### src/rtl/output_pulse_driver_pkg.sv
// ----------------------------------------------------------------------------
// output_pkg
// Shared types and default timing constants for output_pulse_driver.
// The default HOLD/GAP constants are also used by top-level pin assignments
// so every pulsed pin on the board uses the same timing unless overridden.
// ----------------------------------------------------------------------------
package output_pkg;

    typedef enum logic [1:0] {
        IDLE   = 2'd0,
        ACTIVE = 2'd1,
        GAP    = 2'd2
    } pulse_state_t;

    localparam int DEFAULT_HOLD_CYCLES = 4;
    localparam int DEFAULT_GAP_CYCLES  = 2;

    // Larger of two ints; used to size the shared hold/gap counter.
    function automatic int max_int(input int a, input int b);
        return (a > b) ? a : b;
    endfunction

endpackage

### src/rtl/output_pulse_driver_if.sv
// ----------------------------------------------------------------------------
// output_pulse_driver_if
// Bundles the request/pin/status signals of one pulsed output.
//   in      : request level from core logic (0->1 = one request)
//   out     : registered pin drive
//   busy    : driver is not idle
//   dropped : sticky, a request was lost
// master : core-logic side (drives in, observes the rest)
// slave  : the pulse driver itself
// ----------------------------------------------------------------------------
interface output_pulse_driver_if;
    logic in;
    logic out;
    logic busy;
    logic dropped;

    modport master (output in, input out, input busy, input dropped);
    modport slave  (input in, output out, output busy, output dropped);
endinterface

### src/rtl/output_pulse_driver_rise_detect.sv
// ----------------------------------------------------------------------------
// rise_detect
// Turns a synchronous level into a one-cycle request on each 0->1 transition.
// prev resets to 1 so a level already high when reset releases is ignored.
// Ports:
//   clk   : system clock
//   reset : asynchronous, active-low reset
//   level : synchronous request level
//   trig  : combinational, level & ~prev
// ----------------------------------------------------------------------------
module rise_detect (
    input  logic clk,
    input  logic reset,
    input  logic level,
    output logic trig
);

    logic prev_q;

    always_ff @(posedge clk or negedge reset) begin
        if (!reset) begin
            prev_q <= 1'b1;
        end else begin
            prev_q <= level;
        end
    end

    assign trig = level & ~prev_q;

endmodule

### src/rtl/output_pulse_driver.sv
// ----------------------------------------------------------------------------
// output_pulse_driver
// Registered output stage for one pin. Each rising edge of bus.in becomes a
// pulse of exactly HOLD_CYCLES cycles followed by at least GAP_CYCLES inactive
// cycles. One request arriving during a pulse/gap is queued; a further one is
// lost and flagged on the sticky dropped output.
//
// Ports:
//   clk   : system clock
//   reset : asynchronous, active-low reset
//   bus   : output_pulse_driver_if.slave (in, out, busy, dropped)
//
// Build option: define OUTPUT_ACTIVE_LOW_EN for active-low pads (out idles 1,
// pulses 0). The inversion sits at the flop D input, so out is always a
// direct flop output.
//
// state  | meaning
// -------+------------------------------------------------------------
// IDLE   | no pulse, waiting for a request
// ACTIVE | out at active level, counting HOLD_CYCLES
// GAP    | out inactive, enforcing GAP_CYCLES before the next pulse
// ----------------------------------------------------------------------------
module output_pulse_driver
    import output_pkg::*;
#(
    parameter int HOLD_CYCLES = DEFAULT_HOLD_CYCLES,
    parameter int GAP_CYCLES  = DEFAULT_GAP_CYCLES,
    parameter int CNT_W       = $clog2(max_int(HOLD_CYCLES, GAP_CYCLES) + 1)
) (
    input  logic                  clk,
    input  logic                  reset,
    output_pulse_driver_if.slave  bus
);

    if (HOLD_CYCLES < 1) begin : g_bad_hold
        $error("output_pulse_driver: HOLD_CYCLES must be >= 1");
    end
    if (GAP_CYCLES < 0) begin : g_bad_gap
        $error("output_pulse_driver: GAP_CYCLES must be >= 0");
    end

`ifdef OUTPUT_ACTIVE_LOW_EN
    localparam logic ACT_LVL = 1'b0;
`else
    localparam logic ACT_LVL = 1'b1;
`endif

    localparam logic [CNT_W-1:0] HOLD_LOAD = CNT_W'(HOLD_CYCLES - 1);
    localparam logic [CNT_W-1:0] GAP_LOAD  =
        (GAP_CYCLES > 0) ? CNT_W'(GAP_CYCLES - 1) : '0;

    pulse_state_t     state_q, state_d;
    logic [CNT_W-1:0] cnt_q, cnt_d;
    logic             pending_q, pending_d;
    logic             dropped_q, dropped_d;
    logic             out_q;
    logic             active_d;
    logic             queue_trig;
    logic             trig;

    rise_detect u_rise_detect (
        .clk   (clk),
        .reset (reset),
        .level (bus.in),
        .trig  (trig)
    );

    always_ff @(posedge clk or negedge reset) begin
        if (!reset) begin
            state_q   <= IDLE;
            cnt_q     <= '0;
            pending_q <= 1'b0;
            dropped_q <= 1'b0;
            out_q     <= ~ACT_LVL;
        end else begin
            state_q   <= state_d;
            cnt_q     <= cnt_d;
            pending_q <= pending_d;
            dropped_q <= dropped_d;
            out_q     <= active_d ? ACT_LVL : ~ACT_LVL;
        end
    end

    always_comb begin
        state_d    = state_q;
        cnt_d      = cnt_q;
        pending_d  = pending_q;
        dropped_d  = dropped_q;
        active_d   = 1'b0;
        queue_trig = 1'b0;

        case (state_q)
            IDLE: begin
                if (trig) begin
                    state_d  = ACTIVE;
                    cnt_d    = HOLD_LOAD;
                    active_d = 1'b1;
                end
            end

            ACTIVE: begin
                active_d = 1'b1;
                if (cnt_q != '0) begin
                    cnt_d      = cnt_q - CNT_W'(1);
                    queue_trig = 1'b1;
                end else if (GAP_CYCLES > 0) begin
                    state_d    = GAP;
                    cnt_d      = GAP_LOAD;
                    active_d   = 1'b0;
                    queue_trig = 1'b1;
                end else if (pending_q || trig) begin
                    // Zero-gap restart: the queued request is served first,
                    // a coincident trig takes its place in the queue.
                    cnt_d     = HOLD_LOAD;
                    pending_d = pending_q & trig;
                end else begin
                    state_d  = IDLE;
                    active_d = 1'b0;
                end
            end

            GAP: begin
                if (cnt_q != '0) begin
                    cnt_d      = cnt_q - CNT_W'(1);
                    queue_trig = 1'b1;
                end else if (pending_q || trig) begin
                    state_d   = ACTIVE;
                    cnt_d     = HOLD_LOAD;
                    active_d  = 1'b1;
                    pending_d = pending_q & trig;
                end else begin
                    state_d = IDLE;
                end
            end

            default: begin
                state_d   = IDLE;
                cnt_d     = '0;
                pending_d = 1'b0;
            end
        endcase

        // A request not consumed by a transition on this edge is queued;
        // with the single slot already full it is lost.
        if (queue_trig && trig) begin
            if (pending_q) begin
                dropped_d = 1'b1;
            end else begin
                pending_d = 1'b1;
            end
        end
    end

    assign bus.out     = out_q;
    assign bus.busy    = (state_q != IDLE);
    assign bus.dropped = dropped_q;

endmodule

### src/flat_wrapper.sv
// flat-port wrapper written by rule: the top's interface ports become plain ports
module output_pulse_driver_flat import output_pkg::*;
#(
    parameter int HOLD_CYCLES = DEFAULT_HOLD_CYCLES,
    parameter int GAP_CYCLES  = DEFAULT_GAP_CYCLES,
    parameter int CNT_W       = $clog2(max_int(HOLD_CYCLES, GAP_CYCLES) + 1)
)
  (clk, reset, bus_in, bus_out, bus_busy, bus_dropped);
  output_pulse_driver_if bus_i ();
  input  logic clk;
  input  logic reset;
  input wire logic [$bits(bus_i.in)-1:0] bus_in;
  output wire logic [$bits(bus_i.out)-1:0] bus_out;
  output wire logic [$bits(bus_i.busy)-1:0] bus_busy;
  output wire logic [$bits(bus_i.dropped)-1:0] bus_dropped;
  assign bus_i.in = bus_in;
  assign bus_out = bus_i.out;
  assign bus_busy = bus_i.busy;
  assign bus_dropped = bus_i.dropped;
  output_pulse_driver #(.HOLD_CYCLES(HOLD_CYCLES), .GAP_CYCLES(GAP_CYCLES), .CNT_W(CNT_W)) u_core (.clk(clk), .reset(reset), .bus(bus_i));
endmodule
### config.mk
export PLATFORM = sky130hd
export DESIGN_NAME = output_pulse_driver_flat
export DESIGN_NICKNAME = d
export VERILOG_FILES = /design/src/rtl/output_pulse_driver_pkg.sv /design/src/rtl/output_pulse_driver_if.sv /design/src/rtl/output_pulse_driver_rise_detect.sv /design/src/rtl/output_pulse_driver.sv /design/src/flat_wrapper.sv
export SDC_FILE = /design/constraint.sdc
export NUM_CORES = 1
export LEC_CHECK = 0
export ABC_AREA = 1
export CORE_AREA = 3 3 40 42
export CTS_CLUSTER_SIZE = 30
export DETAILED_ROUTE_END_ITERATION = 8
export DIE_AREA = 0 0 43 45
export DONT_BUFFER_PORTS = 1
export PLACE_DENSITY_LB_ADDON = 0.15
export SETUP_SLACK_MARGIN = 0.3
export SYNTH_ARGS = -nofsm -noshare
export SYNTH_HDL_FRONTEND = slang
export SYNTH_HIERARCHICAL = 1
export SYNTH_SLANG_ARGS = --single-unit
### constraint.sdc
create_clock -name clk -period 1.4 [get_ports clk]
set_input_delay 0.21 -clock clk [delete_from_list [all_inputs] [get_ports clk]]
set_output_delay 0.21 -clock clk [all_outputs]
set_load 0.005 [all_outputs]
==> impl_metrics.tcl, run 1 <==
set metrics [dict create \
    post-route-worst-setup-slack_ns 0.111 \
    cp_cell_sequence "inv_2 -> ha_4 -> nor2_4 -> inv_2 -> a21oi_4 -> or2_1 -> nand2_1" \
    clk_latency_ns 0.26 \
    crit_path_end_kind "register" \
    fin_total_pwr_mw 1.87 \
    relSlewSlack_pct 70.9 \
    layout_common_cells "nand2_1, inv_1, dfrtp_1" \
    power_density_mw_per_mm2 2270 \
    place_congestion 0.770 \
    num_antenna_cells 0 \
    initial_utilization_pct 46.5 \
    synth_seq_cells 9 \
    fin_nets 99 \
    finClkSkew_ns 0.00472 \
    final_cell_area_um2 826 \
    drt_pass1_iterations 2 \
    critical_path_required_ns 1.56 \
    root_buffer "clkbuf_4" \
    drtIter0Drc 8 \
    via_count 520 \
    rsz0062_at_grt "yes" \
    yosys_warnings 6 \
    antenna_found_initial 0 \
    portBuffers 0 \
    drive_gt1_share_pct 43.3 \
    grt_pass1_wl_um 2180 \
    dpl_cell_area_um2 637 \
    numCtsBuffers 3 \
    path_delay_family "flip-flops" \
    viasPerCell 4.95 \
    grt_pass1_vias 530 \
    slowest_stage "dfrtp_1" \
    cp-start-kind "register" \
    fillers 106 \
    min_period_over_period_pct 92.0 \
    outcome "finished clean" \
    holdWs_ns 0.271 \
    routedWlPerCell_um 13.3 \
    critPathKind "reg2reg" \
    layout_commonest_cell "nand2_1" \
    cts.clk_slew.worst_paths_ns 0.07 \
    worst_path_largest_cell_delay_ns 0.40 \
    io_pins 6 \
    cts.htree.levels 1 \
    finalSetupTns_ns 0 \
    slew_violations 0 \
    hold_viol 0 \
    cp.arrival_ns 1.44 \
    ys_types 21 \
    dieWidth_um 43 \
    critPathBufInv 2 \
    clock-sinks 9 \
    remaining_drc_errors 0 \
    dp.cells 93 \
    synth_nets 85 \
    period_minus_slack_ns 1.29 \
    num_rows 13 \
    crit_top_cell "inv_2" \
    cts.path.max_buffers 2 \
    cts_tree "yes" \
    layoutNonFillerInstCount 105 \
    cap_violations 0 \
    netlist_area_um2 598 \
    postRouteAntennaNets 0 \
    worst-path-max-fanout 4 \
    grt_util_all_layers_pct 15.4 \
    core-area_mm2 0.00128 \
    synth.avg_cell_area_um2 7.77 \
    wirelength_um 1400 \
    worstMarginPinSlew_ns 0.435 \
    ir_drop_uv 1300 \
    hp-class "in2reg" \
    grt_max_degree 10 \
    die_h_um 45 \
    syn_inst 77 \
    area_growth_syn_to_layout_pct 38.1 \
    dp_slack_ns 0.0215 \
    fin_util_pct 64.3 \
    die-area_mm2 0.00194 \
    max_freq_mhz 776 \
    setup_viol 0 \
    p_leak_nw 0.401 \
    overflow 0 \
    dpl.hpwl_um 859 \
    yosysSeqAreaShare_pct 37.9 \
]
==> worst register-to-register path: cells and delay by family, from the launching register on <==
family	cells	cell delay, ns
fa+ha+maj	1	0.19
compound gates	1	0.15
buf+inv	2	0.14
simple gates	3	0.30
flops	1	0.40
==> synthesized netlist by cell type <==
| master | number | area (um2) |
|---|---|---|
| nor2_4 | 2 | 22.5 |
| a21oi_1 | 1 | 5.00 |
| dfrtp_1 | 8 | 200 |
| nor2_1 | 5 | 18.8 |
| nor3_1 | 1 | 5.00 |
| nand4_1 | 2 | 12.5 |
| o21ai_0 | 2 | 10.0 |
| inv_1 | 14 | 52.6 |
| ha_1 | 5 | 62.6 |
| nor2_2 | 2 | 12.5 |
| or2_1 | 1 | 6.26 |
| inv_4 | 1 | 6.26 |
| nand2_1 | 22 | 82.6 |
| nand3_1 | 2 | 10.0 |
| o21ai_1 | 1 | 5.00 |
| dfstp_2 | 1 | 26.3 |
| a21oi_2 | 1 | 8.76 |
| a31oi_1 | 1 | 6.26 |
| inv_2 | 1 | 3.75 |
| nand2_4 | 3 | 33.8 |
| o211ai_1 | 1 | 7.51 |
==> area by class of cell <==
type,count,area (um2),area share [%]
flip-flops and latches,9,228,27.6
multi-input cells,52,403,48.8
repair buffers,9,80.1,9.70
clock buffers,4,26.3,3.18
well taps,15,18.8,2.27
inverters,16,70.1,8.48
==> logic make-up (layout without fill, tap and decap cells) <==
| family | count (synthesis) | count (layout) | synth area share (%) |
|---|---|---|---|
| AND/OR/NAND/NOR | 40 | 40 | 34.1 |
| buffers and inverters | 16 | 29 | 10.5 |
| flip-flops | 9 | 9 | 37.9 |
| AO/OA/AOI/OAI | 7 | 7 | 7.11 |
| adder cells (fa/ha/maj) | 5 | 5 | 10.5 |
==> sequential cells by signal, indices dropped and copies added (netlist names) <==
name and count:
u_core/state_q 2, u_core/cnt_q 3, u_core/bus.out 1, u_core/bus.dropped 1
u_core/pending_q 1, u_core/u_rise_detect/prev_q 1
==> path summary, 6_finish.rpt <==
path,to,depth (start not counted),slack (ns),from
worst max-delay path,u_core/state_q[0],7,0.11,u_core/state_q[0]
worst min-delay path,u_core/bus.dropped,4,0.27,bus_in
worst max register to register,u_core/state_q[0],7,0.11,u_core/state_q[0]
worst min register to register,u_core/bus.dropped,2,0.48,u_core/bus.dropped
max in group asynchronous,u_core/u_rise_detect/prev_q,1,0.74,reset
min in group asynchronous,u_core/cnt_q[2],1,0.32,reset
==> per-layer routing <==
metal / vias to the layer above / routed length (um) / GRT usage [%]
met5: - / 0 / 0
met4: 0 / 17 / 10.8
met3: 2 / 22 / 2.79
met2: 3 / 775 / 28.7
met1: 257 / 584 / 15.5
li1: 258 / - / -
==> where the power goes <==
part           internal [mW]  leakage (nW)  switching (mW)
sequential             0.348         0.107           0.102
combinational          0.535         0.279           0.682
clock                  0.110        0.0150          0.0956
total                  0.993         0.401           0.879
==> what timing repair did <==
item	CTS	global route
hold buffers	2	0
pin swaps	6	9
setup buffers	5	1
endpoints found under the setup margin	9	9
gates resized for setup	15	9
hold endpoints to repair	10	0
(Power assumes the default switching activity.)
==> run 2: changes to the inputs <==
--- a/config.mk
+++ b/config.mk
@@ -6,10 +6,12 @@
 export NUM_CORES = 1
 export LEC_CHECK = 0
 export ABC_AREA = 1
-export CORE_AREA = 3 3 40 42
+export CELL_PAD_IN_SITES_DETAIL_PLACEMENT = 0
+export CELL_PAD_IN_SITES_GLOBAL_PLACEMENT = 1
+export CORE_AREA = 3 3 42 44
 export CTS_CLUSTER_SIZE = 30
 export DETAILED_ROUTE_END_ITERATION = 8
-export DIE_AREA = 0 0 43 45
+export DIE_AREA = 0 0 45 47
 export DONT_BUFFER_PORTS = 1
 export PLACE_DENSITY_LB_ADDON = 0.15
 export SETUP_SLACK_MARGIN = 0.3
==> constraint.sdc (replaced) <==
create_clock -name clk -period 1.4 [get_ports clk]
set_input_delay 0.07 -clock clk [delete_from_list [all_inputs] [get_ports clk]]
set_output_delay 0.07 -clock clk [all_outputs]
set_load 0.005 [all_outputs]
==> impl_metrics.tcl, run 2 (same netlist as run 1, synthesis figures left out) <==
set metrics [dict create \
    worst-path-max-fanout 4 \
    r2r_start "u_core/state_q[0]" \
    grt_util_all_layers_pct 12.5 \
    root_buffer "clkbuf_4" \
    cp.arrival_ns 1.42 \
    r2r-end "u_core/state_q[0]" \
    clock-sinks 9 \
    critical_path_required_ns 1.54 \
    final_cell_area_um2 818 \
    ff2ff_path_depth 7 \
    cts_tree "yes" \
    top_register "u_core/cnt_q" \
    num_antenna_cells 0 \
    hold_viol 0 \
    r2r_setup_slack_ns 0.12 \
    period_minus_slack_ns 1.28 \
    layout_commonest_cell "nand2_1" \
    postRouteAntennaNets 0 \
    drive_gt1_share_pct 42.9 \
    largest_reg_flops 3 \
    dieWidth_um 45 \
    drtIter0Drc 12 \
    crit_path_start "u_core/state_q[0]" \
    dp.cells 95 \
    cap_violations 0 \
    grt_max_degree 10 \
    fin_nets 100 \
    outcome "finished clean" \
    cts.clk_slew.worst_paths_ns 0.06 \
    die_h_um 47 \
    hp-start "bus_in" \
    post-route-worst-setup-slack_ns 0.124 \
    cts.htree.levels 1 \
    finalSetupTns_ns 0 \
    layoutNonFillerInstCount 107 \
    fin_util_pct 55.6 \
    grt_pass1_wl_um 1810 \
    viasPerCell 4.65 \
    numCtsBuffers 3 \
    dpl_cell_area_um2 646 \
    relSlewSlack_pct 75.9 \
    p_leak_nw 0.401 \
    place_congestion 0.764 \
    holdWs_ns 0.142 \
    overflow 0 \
    rsz0062_at_grt "yes" \
    critPathKind "reg2reg" \
    wirelength_um 1210 \
    routedWlPerCell_um 11.3 \
    area_growth_syn_to_layout_pct 36.8 \
    io_pins 6 \
    crit_path_end_kind "register" \
    cts.path.max_buffers 2 \
    num_rows 14 \
    worstMarginPinSlew_ns 0.360 \
    remaining_drc_errors 0 \
    critPathCapture "u_core/state_q[0]" \
    fin_total_pwr_mw 1.82 \
    grt_pass1_vias 447 \
    via_count 498 \
    initial_utilization_pct 40.6 \
    clk_latency_ns 0.25 \
    antenna_found_initial 0 \
    cp-start-kind "register" \
    drt_pass1_iterations 4 \
    slew_violations 0 \
    layout_common_cells "nand2_1, buf_4, inv_1" \
    power_density_mw_per_mm2 2230 \
    top_regs "u_core/cnt_q (3), u_core/state_q (2)" \
    hp-class "in2reg" \
    setup_viol 0 \
    dp_slack_ns 0.0574 \
    die-area_mm2 0.00212 \
    core-area_mm2 0.00147 \
    portBuffers 0 \
    min_period_over_period_pct 91.2 \
    finClkSkew_ns 0.00588 \
    max_freq_mhz 784 \
    dpl.hpwl_um 819 \
    ir_drop_uv 980 \
]
## run 2: report_power, final
| group | switching [mW] | internal [mW] |
|---|---|---|
| Clock | 0.0764 | 0.109 |
| Sequential | 0.0973 | 0.348 |
| Combinational | 0.663 | 0.528 |
| Total | 0.837 | 0.985 |
## run 2: cell type report
cell class / instances / area, um2
fillers: 129 / 653
inverters: 16 / 65.1
multi-input cells: 52 / 399
well taps: 16 / 20.0
flip-flops and latches: 9 / 228
clock buffers: 4 / 26.3
repair buffers: 10 / 80.1
## run 2: timing repair
item	4_1_cts	5_1_grt
hold endpoints to repair	10	0
setup endpoints to repair	9	9
resized for setup	10	9
hold buffers	2	0
cloned	0	0
pin swaps	4	2
buffers inserted	4	2
## run 2: critical path: stages, from the launching register on
cell	delay, ns
dfrtp_1	0.40
buf_4	0.15
ha_4	0.16
nor2_4	0.09
inv_2	0.05
a21oi_4	0.14
or2_1	0.12
nand2_1	0.05
## run 2: per-layer routing
metal	vias up	GRT usage (%)	share of wire, %
met5	-	0	0
met4	0	8.77	1.0
met3	2	4.21	4.1
met2	10	19.2	49
met1	223	14.5	46
li1	263	-	-
## run 2: how the worst min path moves through the flow
stage | cells after the start | to | slack (ns)
floorplan | 0 | u_core/bus.dropped | -0.23
global placement | 0 | u_core/cnt_q[1] | -0.23
detailed placement | 0 | u_core/cnt_q[1] | -0.23
CTS | 4 | u_core/pending_q | 0.13
global route | 4 | u_core/bus.dropped | 0.15
finish | 4 | u_core/bus.dropped | 0.14
